## config.mk

```make
export PLATFORM = sky130hd
export DESIGN_NAME = pipeline_hazard_ctrl
export DESIGN_NICKNAME = d
export VERILOG_FILES = /design/src/rtl/pipeline_hazard_ctrl.sv
export SDC_FILE = /design/constraint.sdc
export NUM_CORES = 1
export LEC_CHECK = 0
export ABC_CLOCK_PERIOD_IN_PS = 2000
export BUFFER_PORTS_ARGS = -buffer_cell sky130_fd_sc_hd__clkbuf_2
export CORE_MARGIN = 5
export CORE_UTILIZATION = 44
export CTS_CLUSTER_SIZE = 14
export DETAILED_ROUTE_END_ITERATION = 16
export GPL_ROUTABILITY_DRIVEN = 1
export PLACE_DENSITY = 0.75
export SLEW_MARGIN = 20
export SYNTH_ARGS = -nofsm -noshare
export SYNTH_HDL_FRONTEND = slang
export SYNTH_SLANG_ARGS = --single-unit
```

## constraint.sdc

```tcl
create_clock -name clk -period 2 [get_ports clk]
set_input_delay 0.4 -clock clk [delete_from_list [all_inputs] [get_ports clk]]
set_output_delay 0.4 -clock clk [all_outputs]
set_load 0.02 [all_outputs]
```

## src/rtl/pipeline_hazard_ctrl.sv

```systemverilog
// Hazard controller for a 5-stage pipeline: load-use stalls, memory-wait freeze,
// branch/jump flushes, with saturating stall and flush statistics.
module pipeline_hazard_ctrl #(
  parameter int STALL_CNT_W = 16,
  parameter int FLUSH_CNT_W = 8
) (
  input  logic                   clk,
  input  logic                   rst,
  input  logic                   i_idex_memRead,
  input  logic [4:0]             i_idex_rt,
  input  logic [4:0]             i_ifid_rs,
  input  logic [4:0]             i_ifid_rt,
  input  logic                   i_ex_jump,
  input  logic                   i_mem_branch_taken,
  input  logic                   i_mem_busy,
  output logic                   o_pc_write,
  output logic                   o_ifid_write,
  output logic                   o_idex_bubble,
  output logic                   o_pipe_hold,
  output logic                   o_ifid_flush,
  output logic                   o_idex_flush,
  output logic                   o_exmem_flush,
  output logic [1:0]             o_state,
  output logic [STALL_CNT_W-1:0] o_stall_cycles,
  output logic [FLUSH_CNT_W-1:0] o_flush_count
);

  typedef enum logic [1:0] {
    ST_RUN        = 2'b00,
    ST_LOAD_STALL = 2'b01,
    ST_MEM_WAIT   = 2'b10,
    ST_FLUSH      = 2'b11
  } state_e;

  typedef struct packed {
    logic pc_write;
    logic ifid_write;
    logic idex_bubble;
    logic pipe_hold;
    logic ifid_flush;
    logic idex_flush;
    logic exmem_flush;
  } ctrl_t;

  state_e                 state_q, state_d;
  logic                   pending_q, pending_d;
  logic [STALL_CNT_W-1:0] stall_q;
  logic [FLUSH_CNT_W-1:0] flush_q;
  ctrl_t                  ctrl;
  logic                   load_use;

  assign load_use = i_idex_memRead && (i_idex_rt != 5'd0) &&
                    ((i_idex_rt == i_ifid_rs) || (i_idex_rt == i_ifid_rt));

  // A taken branch seen during a memory freeze is remembered and flushed on
  // the first cycle the memory is ready again.
  assign pending_d = i_mem_busy ? (pending_q | i_mem_branch_taken) : 1'b0;

  always_comb begin
    ctrl    = '{pc_write: 1'b1, ifid_write: 1'b1, default: 1'b0};
    state_d = ST_RUN;
    if (i_mem_busy) begin
      ctrl    = '{pipe_hold: 1'b1, default: 1'b0};
      state_d = ST_MEM_WAIT;
    end else if (i_mem_branch_taken || pending_q) begin
      ctrl    = '{idex_bubble: 1'b0, pipe_hold: 1'b0, default: 1'b1};
      state_d = ST_FLUSH;
    end else if (i_ex_jump) begin
      ctrl    = '{pc_write: 1'b1, ifid_write: 1'b1, ifid_flush: 1'b1,
                  idex_flush: 1'b1, default: 1'b0};
      state_d = ST_FLUSH;
    end else if (load_use) begin
      ctrl    = '{idex_bubble: 1'b1, default: 1'b0};
      state_d = ST_LOAD_STALL;
    end
    if (rst) ctrl = '{idex_bubble: 1'b1, default: 1'b0};
  end

  always_ff @(posedge clk or posedge rst) begin
    if (rst) begin
      state_q   <= ST_RUN;
      pending_q <= 1'b0;
      stall_q   <= '0;
      flush_q   <= '0;
    end else begin
      state_q   <= state_d;
      pending_q <= pending_d;
      if ((state_d == ST_LOAD_STALL || state_d == ST_MEM_WAIT) && stall_q != '1)
        stall_q <= stall_q + STALL_CNT_W'(1);
      if (state_d == ST_FLUSH && flush_q != '1)
        flush_q <= flush_q + FLUSH_CNT_W'(1);
    end
  end

  assign o_pc_write     = ctrl.pc_write;
  assign o_ifid_write   = ctrl.ifid_write;
  assign o_idex_bubble  = ctrl.idex_bubble;
  assign o_pipe_hold    = ctrl.pipe_hold;
  assign o_ifid_flush   = ctrl.ifid_flush;
  assign o_idex_flush   = ctrl.idex_flush;
  assign o_exmem_flush  = ctrl.exmem_flush;
  assign o_state        = state_q;
  assign o_stall_cycles = stall_q;
  assign o_flush_count  = flush_q;

endmodule

```

==> out/metrics.cfg, run 1 <==
[sta]
worst_pin_slew_ns=0.7331
worst_slack_ns=-0.3508
fin_skew_ns=0.003231
finalCritPeriodShare_pct=117.5
final-max-slew-violation-count=0
relSlewSlack_pct=50.95
hold_viol=0
period_minus_slack_ns=2.351
setup_viol=19
rsz0062_at_grt=yes
timing.fmax_ghz=0.4254

[routing]
drt_first_iter_violations=82
remaining_drc_errors=0
drtPass1Iterations=4
ant_nets=0
drt-total-wl_mm=4.361
via_per_inst=5.300
num_vias=1415
routedWlPerCell_um=16.33

[yosys]
yosys-top-cells-area=dfrtp_1 (46%), xor2_1 (15%), nor3_1 (4.1%)
yosys_warnings=0
syn_inst=140
synth_common_cells=dfrtp_1 (27), xor2_1 (25), nor3_1 (12)
synth-main-ff-cell=dfrtp_1
synthesis.area_mm2=0.001479
ys_seq_area_share_pct=45.69
synth-edff-count=0
async_flop_share_pct=100.0
synth_top_cell_by_area=dfrtp_1
ys_seq_elements=27
syn_area_per_cell_um2=10.56
syn-num-nets=164
synth_top_area_share_pct=45.69
synth_most_common_cell=dfrtp_1
ys_types=39

[clocking]
clock-sinks=27
clk_latency_ns=0.32
numCtsBuffers=3
clockRootBuffer=clkbuf_4
clk_pin_slew_ns=0.15
cts.path.max_buffers=2
cts_tree=yes
htree_levels=1

[setup_path]
startpoint_type=input port
endpoint_kind=register
r2r_slack_ns=-0.10
path_max_fanout=4
worstRegToRegCells=10
required_ns=2.25
reg2reg_to=o_stall_cycles[9]$_DFFE_PP0P_
r2r_start=pending_q$_DFF_PP0_
crit_type=in2reg
cp.arrival_ns=2.60

[pwr]
p_switching_mw=0.9392
leakagePower_nw=1.084
clkPwrFrac_pct=11.1
intPower_mw=1.186
pwr-share-seq_pct=44.9
netSwitchingFraction_pct=44.20
peakVddDrop_mv=0.4383
combPwrFrac_pct=43.9
cellPowerDensity_mw_per_mm2=912.2

[run]
max-cap-violations=0

[floorplanning]
rows=21
die_y_um=67.98
start_util_pct=45.03
fp.coreArea_mm2=0.003284
ioPinCount=54
die_area_mm2=0.004621
die_w_um=67.98

[place]
place_ws_ns=-0.7000
dp_hpwl_mm=2.827
gp_congestion=0.8586
io_buffers=53
dpl.cell_count=253

[grt]
grt_pass1_wl_mm=6.168
grt_max_degree=28
grt_pass1_vias=1418
grt-ovfl-total=0
antenna_found_initial=0
grt_usage_pct=17.49

[hold_path]
min-delay-path-class=in2async

[final_layout]
fin_cells=267
drive_above_1_share_pct=53.85
diodes=0
area_growth_pct=57.53
final_nets=246

[status]
status=finished with violations
violations=negative setup slack

-- how the worst max path moves through the flow --
stage,startpoint,slack (ns),end,cells after the start
finish,i_idex_rt[1],-0.35,o_stall_cycles[9]$_DFFE_PP0P_,11
global route,i_idex_rt[1],-0.42,o_stall_cycles[9]$_DFFE_PP0P_,11
CTS,i_idex_rt[4],-0.32,o_stall_cycles[15]$_DFFE_PP0P_,10
detailed placement,i_idex_rt[1],-0.70,o_stall_cycles[15]$_DFFE_PP0P_,10
global placement,i_idex_rt[1],-0.54,o_stall_cycles[15]$_DFFE_PP0P_,10
floorplan,i_idex_rt[1],-0.51,o_stall_cycles[15]$_DFFE_PP0P_,10
-- power by group through the flow --
stage	clock network [mW]	registers [mW]	logic, mW
after global routing	0.252	0.972	1.01
after CTS	0.234	0.916	0.840
final	0.236	0.955	0.934
after floorplan	0	1.06	0.351
after global placement	0	0.907	0.787
after detailed placement	0	0.920	0.809
-- layer usage --
layer,up-vias,GRT usage [%],wire length (um)
met5,-,0,0
met4,0,5.707,74
met3,6,2.463,219
met2,52,32.49,2446
met1,697,20.41,1619
li1,660,-,-
-- state kept, by name, summed over array words and instances (netlist names) --
register / flops
o_state: 2
o_stall_cycles: 16
pending_q: 1
o_flush_count: 8
-- cells in the final DEF (no fill, tap or decap), types with 2 or more instances in the layout --
master    netlist  final
and4_4          1      2
nor4_4          0      3
xnor2_1         4      4
nor2b_1         2      2
clkbuf_4        0      3
o211ai_1        4      4
or2_4           1      2
xor2_2          0      3
buf_6           0     15
nand4_1         2      2
clkbuf_2        1     47
nand3_1         8      7
nor2_1         11      9
inv_1           4      3
xor2_1         25     22
nor3_2          0      3
and3_1          2      2
nor3_1         12      8
buf_4           2     16
dfrtp_1        27     27
ha_1            3      2
nand2_1         5      5
-- stage by stage --
step,power (mW),util (%),hold slack (ns),TNS [ns],cell area (um2)
floorplan,1.414,-,0.4611,-3.662,1534
global placement,1.694,59.54,0.4769,-7.016,1956
detailed placement,1.729,59.54,0.4871,-8.669,1956
CTS,1.990,64.11,0.1921,-2.256,2106
global route,2.239,70.93,0.2456,-3.640,2330
finish,2.125,70.93,0.2043,-2.625,2330
-- cells by family (layout without fill, tap and decap cells) --
group	Yosys count	after routing	synth area share (%)
mux	2	2	1.776
xor+xnor	29	29	17.17
flops	27	27	45.69
simple gates	56	56	22.42
compound gates	16	16	8.038
fa+ha+maj	3	3	2.538
buf+inv	7	88	2.368
-- worst max-delay path: stages --
cell and delay, ns:
buf_6 0.09, or4_4 0.55, o21ai_2 0.18, or2_4 0.15, o22ai_4 0.07, ha_4 0.29, and4_4 0.25, nand3_4 0.11
buf_6 0.16, nor3b_4 0.18, xor2_1 0.18
-- final cells by class --
cell class              instances  area (um2)
clock buffers                   4       26.28
fillers                       240       954.7
inverters                       4       22.52
multi-input cells             106       994.7
flip-flops and latches         27       675.6
well taps                      46       57.56
repair buffers                 80       553.0
-- timing repair --
action | 4_1_cts | 5_1_grt
gates resized for setup | 18 | 39
pin swaps | 14 | 23
cloned | 0 | 0
hold buffers | 0 | 0
setup endpoints to repair | 15 | 19
buffers inserted | 6 | 7
Power figures use the tool's default switching activity.
==> run 2: changes to the inputs <==
- ABC_CLOCK_PERIOD_IN_PS: 2000 -> 2200
- CORE_UTILIZATION: 44 -> 49
- PLACE_DENSITY: 0.75 -> 0.79
- clock period: 2 -> 2.2 ns (I/O delays scaled with it)
==> run 2 against run 1 <==
The run still ends with negative setup slack left. Flip-flop and latch count is the same. Worst hold slack got worse by 0.0080 ns. Register-to-register slack improved by 0.31 ns. Final cell count down 9.7%. Via count decreased by 6.4%. Clock skew up 0.0057 ns. Critical path depth is 1 lower. Power decreased by 15%. Critical endpoint is now o_stall_cycles[13]$_DFFE_PP0P_. Largest power group unchanged.
==> out/metrics.cfg, run 2 (synthesis results as in run 1) <==
[final_layout]
final_util_pct=68.36
final_nets=233
fin_cells=241
layout_commonest_cell=clkbuf_2
area_growth_pct=37.65
drive_above_1_share_pct=46.63
final_cell_mix=clkbuf_2 (52), dfrtp_1 (27), xor2_1 (25), buf_4 (14), nor2_1 (11)
largest_reg_flops=16
diodes=0
stdcell_area_mm2=0.002036
n_fill_cell=234

[routing]
drt_first_iter_violations=64
ant_nets=0
remaining_drc_errors=0
num_vias=1325
drt-total-wl_mm=3.455
via_per_inst=5.498
drtPass1Iterations=4
routedWlPerCell_um=14.34

[place]
dpl.cell_count=236
gp_congestion=0.8494
placed_area_mm2=0.001902
dp_hpwl_mm=2.624
io_buffers=53

[setup_path]
cp.arrival_ns=2.50
startpoint_type=input port
required_ns=2.46
crit_type=in2reg
r2r_slack_ns=0.21
path_max_fanout=5
endpoint_kind=register

[clocking]
numCtsBuffers=3
cts_tree=yes
clockRootBuffer=clkbuf_4
htree_levels=1
clock-sinks=27
cts.path.max_buffers=2
clk_latency_ns=0.33
clk_pin_slew_ns=0.16

[grt]
grt_pass1_vias=1352
grt-ovfl-total=0
grt_max_degree=28
grt_usage_pct=16.92
grt_pass1_wl_mm=5.768
antenna_found_initial=0

[sta]
finalCritPeriodShare_pct=101.9
worst_slack_ns=-0.04268
rsz0062_at_grt=yes
hold_viol=0
period_minus_slack_ns=2.243
fin_skew_ns=0.008964
timing.fmax_ghz=0.4459
setup_viol=3
relSlewSlack_pct=47.53
worst_pin_slew_ns=0.7811
final-max-slew-violation-count=0

[status]
violations=negative setup slack
status=finished with violations

[floorplanning]
fp.coreArea_mm2=0.002978
die_area_mm2=0.004217
die_w_um=64.94
die_y_um=64.94
rows=20
ioPinCount=54
start_util_pct=49.66

[pwr]
leakagePower_nw=0.9852
cellPowerDensity_mw_per_mm2=882.9
peakVddDrop_mv=0.3481

[run]
max-cap-violations=0

[hold_path]
min-delay-path-class=in2async

## run 2: final cells by class
cell class	count	area [um2]	share of cell area, %
clock inverters	1	7.507	0.3688
multi-input cells	106	897.1	44.07
inverters	4	15.01	0.7376
repair buffers	67	376.6	18.50
flip-flops and latches	27	675.6	33.19
well taps	33	41.29	2.028
clock buffers	3	22.52	1.106
## run 2: power breakdown
group,switching [mW],internal [mW],leakage [nW]
clock,0.155,0.0695,0.0139
sequential,0.195,0.633,0.334
combinational,0.428,0.317,0.637
## run 2: per-layer routing
| metal | up-vias | GRT usage (%) | wire [um] |
|---|---|---|---|
| met3 | 2 | 2.946 | 166 |
| met5 | - | 0 | 0 |
| met1 | 636 | 20.26 | 1390 |
| li1 | 640 | - | - |
| met4 | 0 | 4.749 | 25 |
| met2 | 47 | 30.78 | 1873 |
## run 2: stage by stage
stage                     hold WS, ns  TNS (ns)  power, mW  worst slack [ns]
after floorplan                0.4940    -1.708      1.284           -0.3470
after global placement         0.4813    -4.027      1.532           -0.4052
after detailed placement       0.4874    -5.263      1.563           -0.5138
after CTS                      0.2113   -0.1680      1.789           -0.1062
after global routing           0.2287   -0.3198      1.927           -0.1159
final                          0.1963  -0.07024      1.797          -0.04268
## run 2: repair_timing
action	in CTS	in global routing
setup buffers	1	0
pin swaps	7	3
endpoints found under the hold margin	0	0
gates resized for setup	4	12
hold buffers	0	0
setup endpoints to repair	7	8
## run 2: final timing paths
path / cells after the start / to / from
worst min register to register: 1 / o_stall_cycles[15]$_DFFE_PP0P_ / o_stall_cycles[15]$_DFFE_PP0P_
worst max-delay path: 10 / o_stall_cycles[13]$_DFFE_PP0P_ / i_idex_rt[2]
max in group asynchronous: 3 / o_stall_cycles[2]$_DFFE_PP0P_ / rst
min in group clk: 3 / pending_q$_DFF_PP0_ / i_mem_branch_taken
worst min-delay path: 3 / pending_q$_DFF_PP0_ / rst
worst max register to register: 8 / o_stall_cycles[13]$_DFFE_PP0P_ / pending_q$_DFF_PP0_
## run 2: critical path, stage by stage
cell and delay (ns):
buf_6 0.09, or4_4 0.55, o21ai_4 0.15, or2_4 0.15, o22ai_4 0.07, ha_4 0.28, and4_4 0.25, nand3_4 0.11
nor3_1 0.22, xor2_1 0.18
==> run 3: changes to the inputs <==
- BUFFER_PORTS_ARGS: -buffer_cell sky130_fd_sc_hd__clkbuf_2 -> -buffer_cell sky130_fd_sc_hd__buf_2
- CAP_MARGIN: not set -> 20
- CELL_PAD_IN_SITES_DETAIL_PLACEMENT: not set -> 2
- CELL_PAD_IN_SITES_GLOBAL_PLACEMENT: not set -> 2
- CORE_UTILIZATION: 49 -> 29
- PLACE_DENSITY: 0.79 -> not set
- PLACE_DENSITY_LB_ADDON: not set -> 0.1
==> run 3 against run 2 <==
The flow still finishes with violations (negative setup slack). Clock-buffer cell count is the same. Sequential share of layout area decreased by 3.1 points. Via count increased by 0.83%. Die area is 57% higher. Register-to-register slack improved by 0.05 ns. Maximum frequency is 2.4% lower. Clock power grew 28%. Power increased by 8.4%. Clock skew decreased by 0.0013 ns. Design area is 10% higher. Highest routed layer unchanged.
==> out/metrics.cfg, run 3 (synthesis results as in run 1) <==
[status]
status=finished with violations
violations=negative setup slack

[final_layout]
final_nets=239
drive_above_1_share_pct=51.40
n_fill_cell=557
regArea_um2=675.6
diodes=0
stdcell_area_mm2=0.002247
final_cell_mix=buf_2 (48), dfrtp_1 (27), xor2_1 (23), buf_4 (17), nor2_1 (10)
fin_cells=284
largest_reg_flops=16
layout_commonest_cell=buf_2
multi_input_area_um2=959.7
area_growth_pct=51.95

[run]
max-cap-violations=0

[setup_path]
r2r_start=pending_q$_DFF_PP0_
crit_path_max_incr_delay_ns=0.55
path_max_fanout=5
crit_path_end=o_stall_cycles[15]$_DFFE_PP0P_
startpoint_type=input port
crit_type=in2reg
cp.arrival_ns=2.49
crit_start=i_idex_rt[4]
required_ns=2.40
crit_chain=buf_6 -> or4_4 -> o21ai_2 -> or2_4 -> o22ai_4 -> ha_4 -> and4_4 -> nand3_4 -> nor4b_4 -> xor2_1
crit_slowest_cell=or4_4
r2r_slack_ns=0.26
cp_top_family=simple AND/OR/NAND/NOR gates
cp.depth=10
reg2reg_to=o_stall_cycles[15]$_DFFE_PP0P_
worstRegToRegCells=8
endpoint_kind=register
critPathBufInv=1

[sta]
final-max-slew-violation-count=0
finalCritPeriodShare_pct=104.4
setup_viol=7
worst_slack_ns=-0.09741
relSlewSlack_pct=53.56
rsz0062_at_grt=yes
worst_pin_slew_ns=0.6941
fin_skew_ns=0.007671
timing.fmax_ghz=0.4353
hold_viol=0
period_minus_slack_ns=2.297

[grt]
grt-ovfl-total=0
antenna_found_initial=0
grt_pass1_vias=1620
grt_pass1_wl_mm=8.045
grt_max_degree=28
grt_usage_pct=15.71

[place]
io_buffers=53
gp_congestion=0.7808
place_ws_ns=-0.5011
placed_area_mm2=0.001971
dp_hpwl_mm=3.731
dpl.cell_count=276

[floorplanning]
die_area_mm2=0.006628
fp.coreArea_mm2=0.005042
start_util_pct=29.33
die_w_um=81.41
ioPinCount=54
die_y_um=81.41
rows=26

[routing]
ant_nets=0
via_per_inst=4.704
drtPass1Iterations=4
routedWlPerCell_um=17.08
drt-total-wl_mm=4.850
remaining_drc_errors=0
num_vias=1336
drt_first_iter_violations=17

[pwr]
pwr-share-seq_pct=43.4
combPwrFrac_pct=41.8
p_total_mw=1.949
netSwitchingFraction_pct=43.25
leakagePower_nw=1.041
cellPowerDensity_mw_per_mm2=867.2
peakVddDrop_mv=0.4675
p_switching_mw=0.8428
clkPwrFrac_pct=14.8
intPower_mw=1.106

[clocking]
clk_latency_ns=0.27
numCtsBuffers=3
hold_buffers=0
cts_tree=yes
cts.path.max_buffers=2
clockRootBuffer=clkbuf_8
clock-sinks=27
clk_pin_slew_ns=0.10
htree_levels=1

[hold_path]
min-delay-path-class=in2async

[run 3: cell count changes in the layout (fill, tap and decap cells not counted), moves of 3 or more]
cell	before	now
clkbuf_4	3	0
clkbuf_2	52	0
buf_4	14	17
buf_6	1	8
buf_2	0	48
clkbuf_8	0	3
[run 3: worst reg2reg max path, delay by kind of cell, from the launching register on]
kind	cells	cell delay [ns]
adder cells (fa/ha/maj)	1	0.30
buffers and inverters	1	0.16
XOR/XNOR	1	0.17
AND/OR/NAND/NOR	5	0.83
flip-flops	1	0.41
[run 3: per-layer routing]
layer / vias to the layer above / GRT usage [%] / part of all wire [%]
met1: 660 / 18.63 / 40
met3: 4 / 2.193 / 3.4
met4: 0 / 3.716 / 1.1
met2: 31 / 29.56 / 56
met5: - / 0 / 0
li1: 641 / - / -
[run 3: timing repair]
action,in CTS,in global routing
setup buffers,5,2
pin swaps,9,9
resized for setup,14,21
setup endpoints to repair,10,11
[run 3: power groups by stage]
stage	sequential [mW]	combinational [mW]	clock [mW]
after floorplan	0.966	0.317	0
after global placement	0.831	0.733	0
after detailed placement	0.850	0.762	0
after CTS	0.844	0.786	0.307
after global routing	0.873	0.882	0.332
final	0.846	0.814	0.289
[run 3: through the flow]
| stage | hold WS, ns | setup TNS (ns) | util, % |
|---|---|---|---|
| detailed placement | 0.4927 | -5.716 | 39.08 |
| CTS | 0.3268 | -0.2461 | 42.13 |
| global route | 0.3933 | -1.009 | 44.57 |
| floorplan | 0.4940 | -1.708 | - |
| finish | 0.3595 | -0.3642 | 44.57 |
| global placement | 0.4744 | -4.270 | 39.08 |
[run 3: area by class of cell]
type / instances / area share [%]
multi-input cells: 106 / 42.71
flip-flops and latches: 27 / 30.07
repair buffers: 73 / 20.38
well taps: 70 / 3.898
clock buffers: 3 / 1.837
inverters: 4 / 0.7795
clock inverters: 1 / 0.3341
[run 3: how the worst min path moves through the flow]
stage                              startpoint                        endpoint  slack (ns)
6_report                                  rst    o_flush_count[1]$_DFFE_PP0P_        0.36
5_1_grt                                   rst    o_flush_count[7]$_DFFE_PP0P_        0.39
4_1_cts                                   rst    o_flush_count[1]$_DFFE_PP0P_        0.33
3_5_place_dp   o_stall_cycles[15]$_DFFE_PP0P_  o_stall_cycles[15]$_DFFE_PP0P_        0.49
3_3_place_gp   o_stall_cycles[15]$_DFFE_PP0P_  o_stall_cycles[15]$_DFFE_PP0P_        0.47
2_1_floorplan             pending_q$_DFF_PP0_             pending_q$_DFF_PP0_        0.49
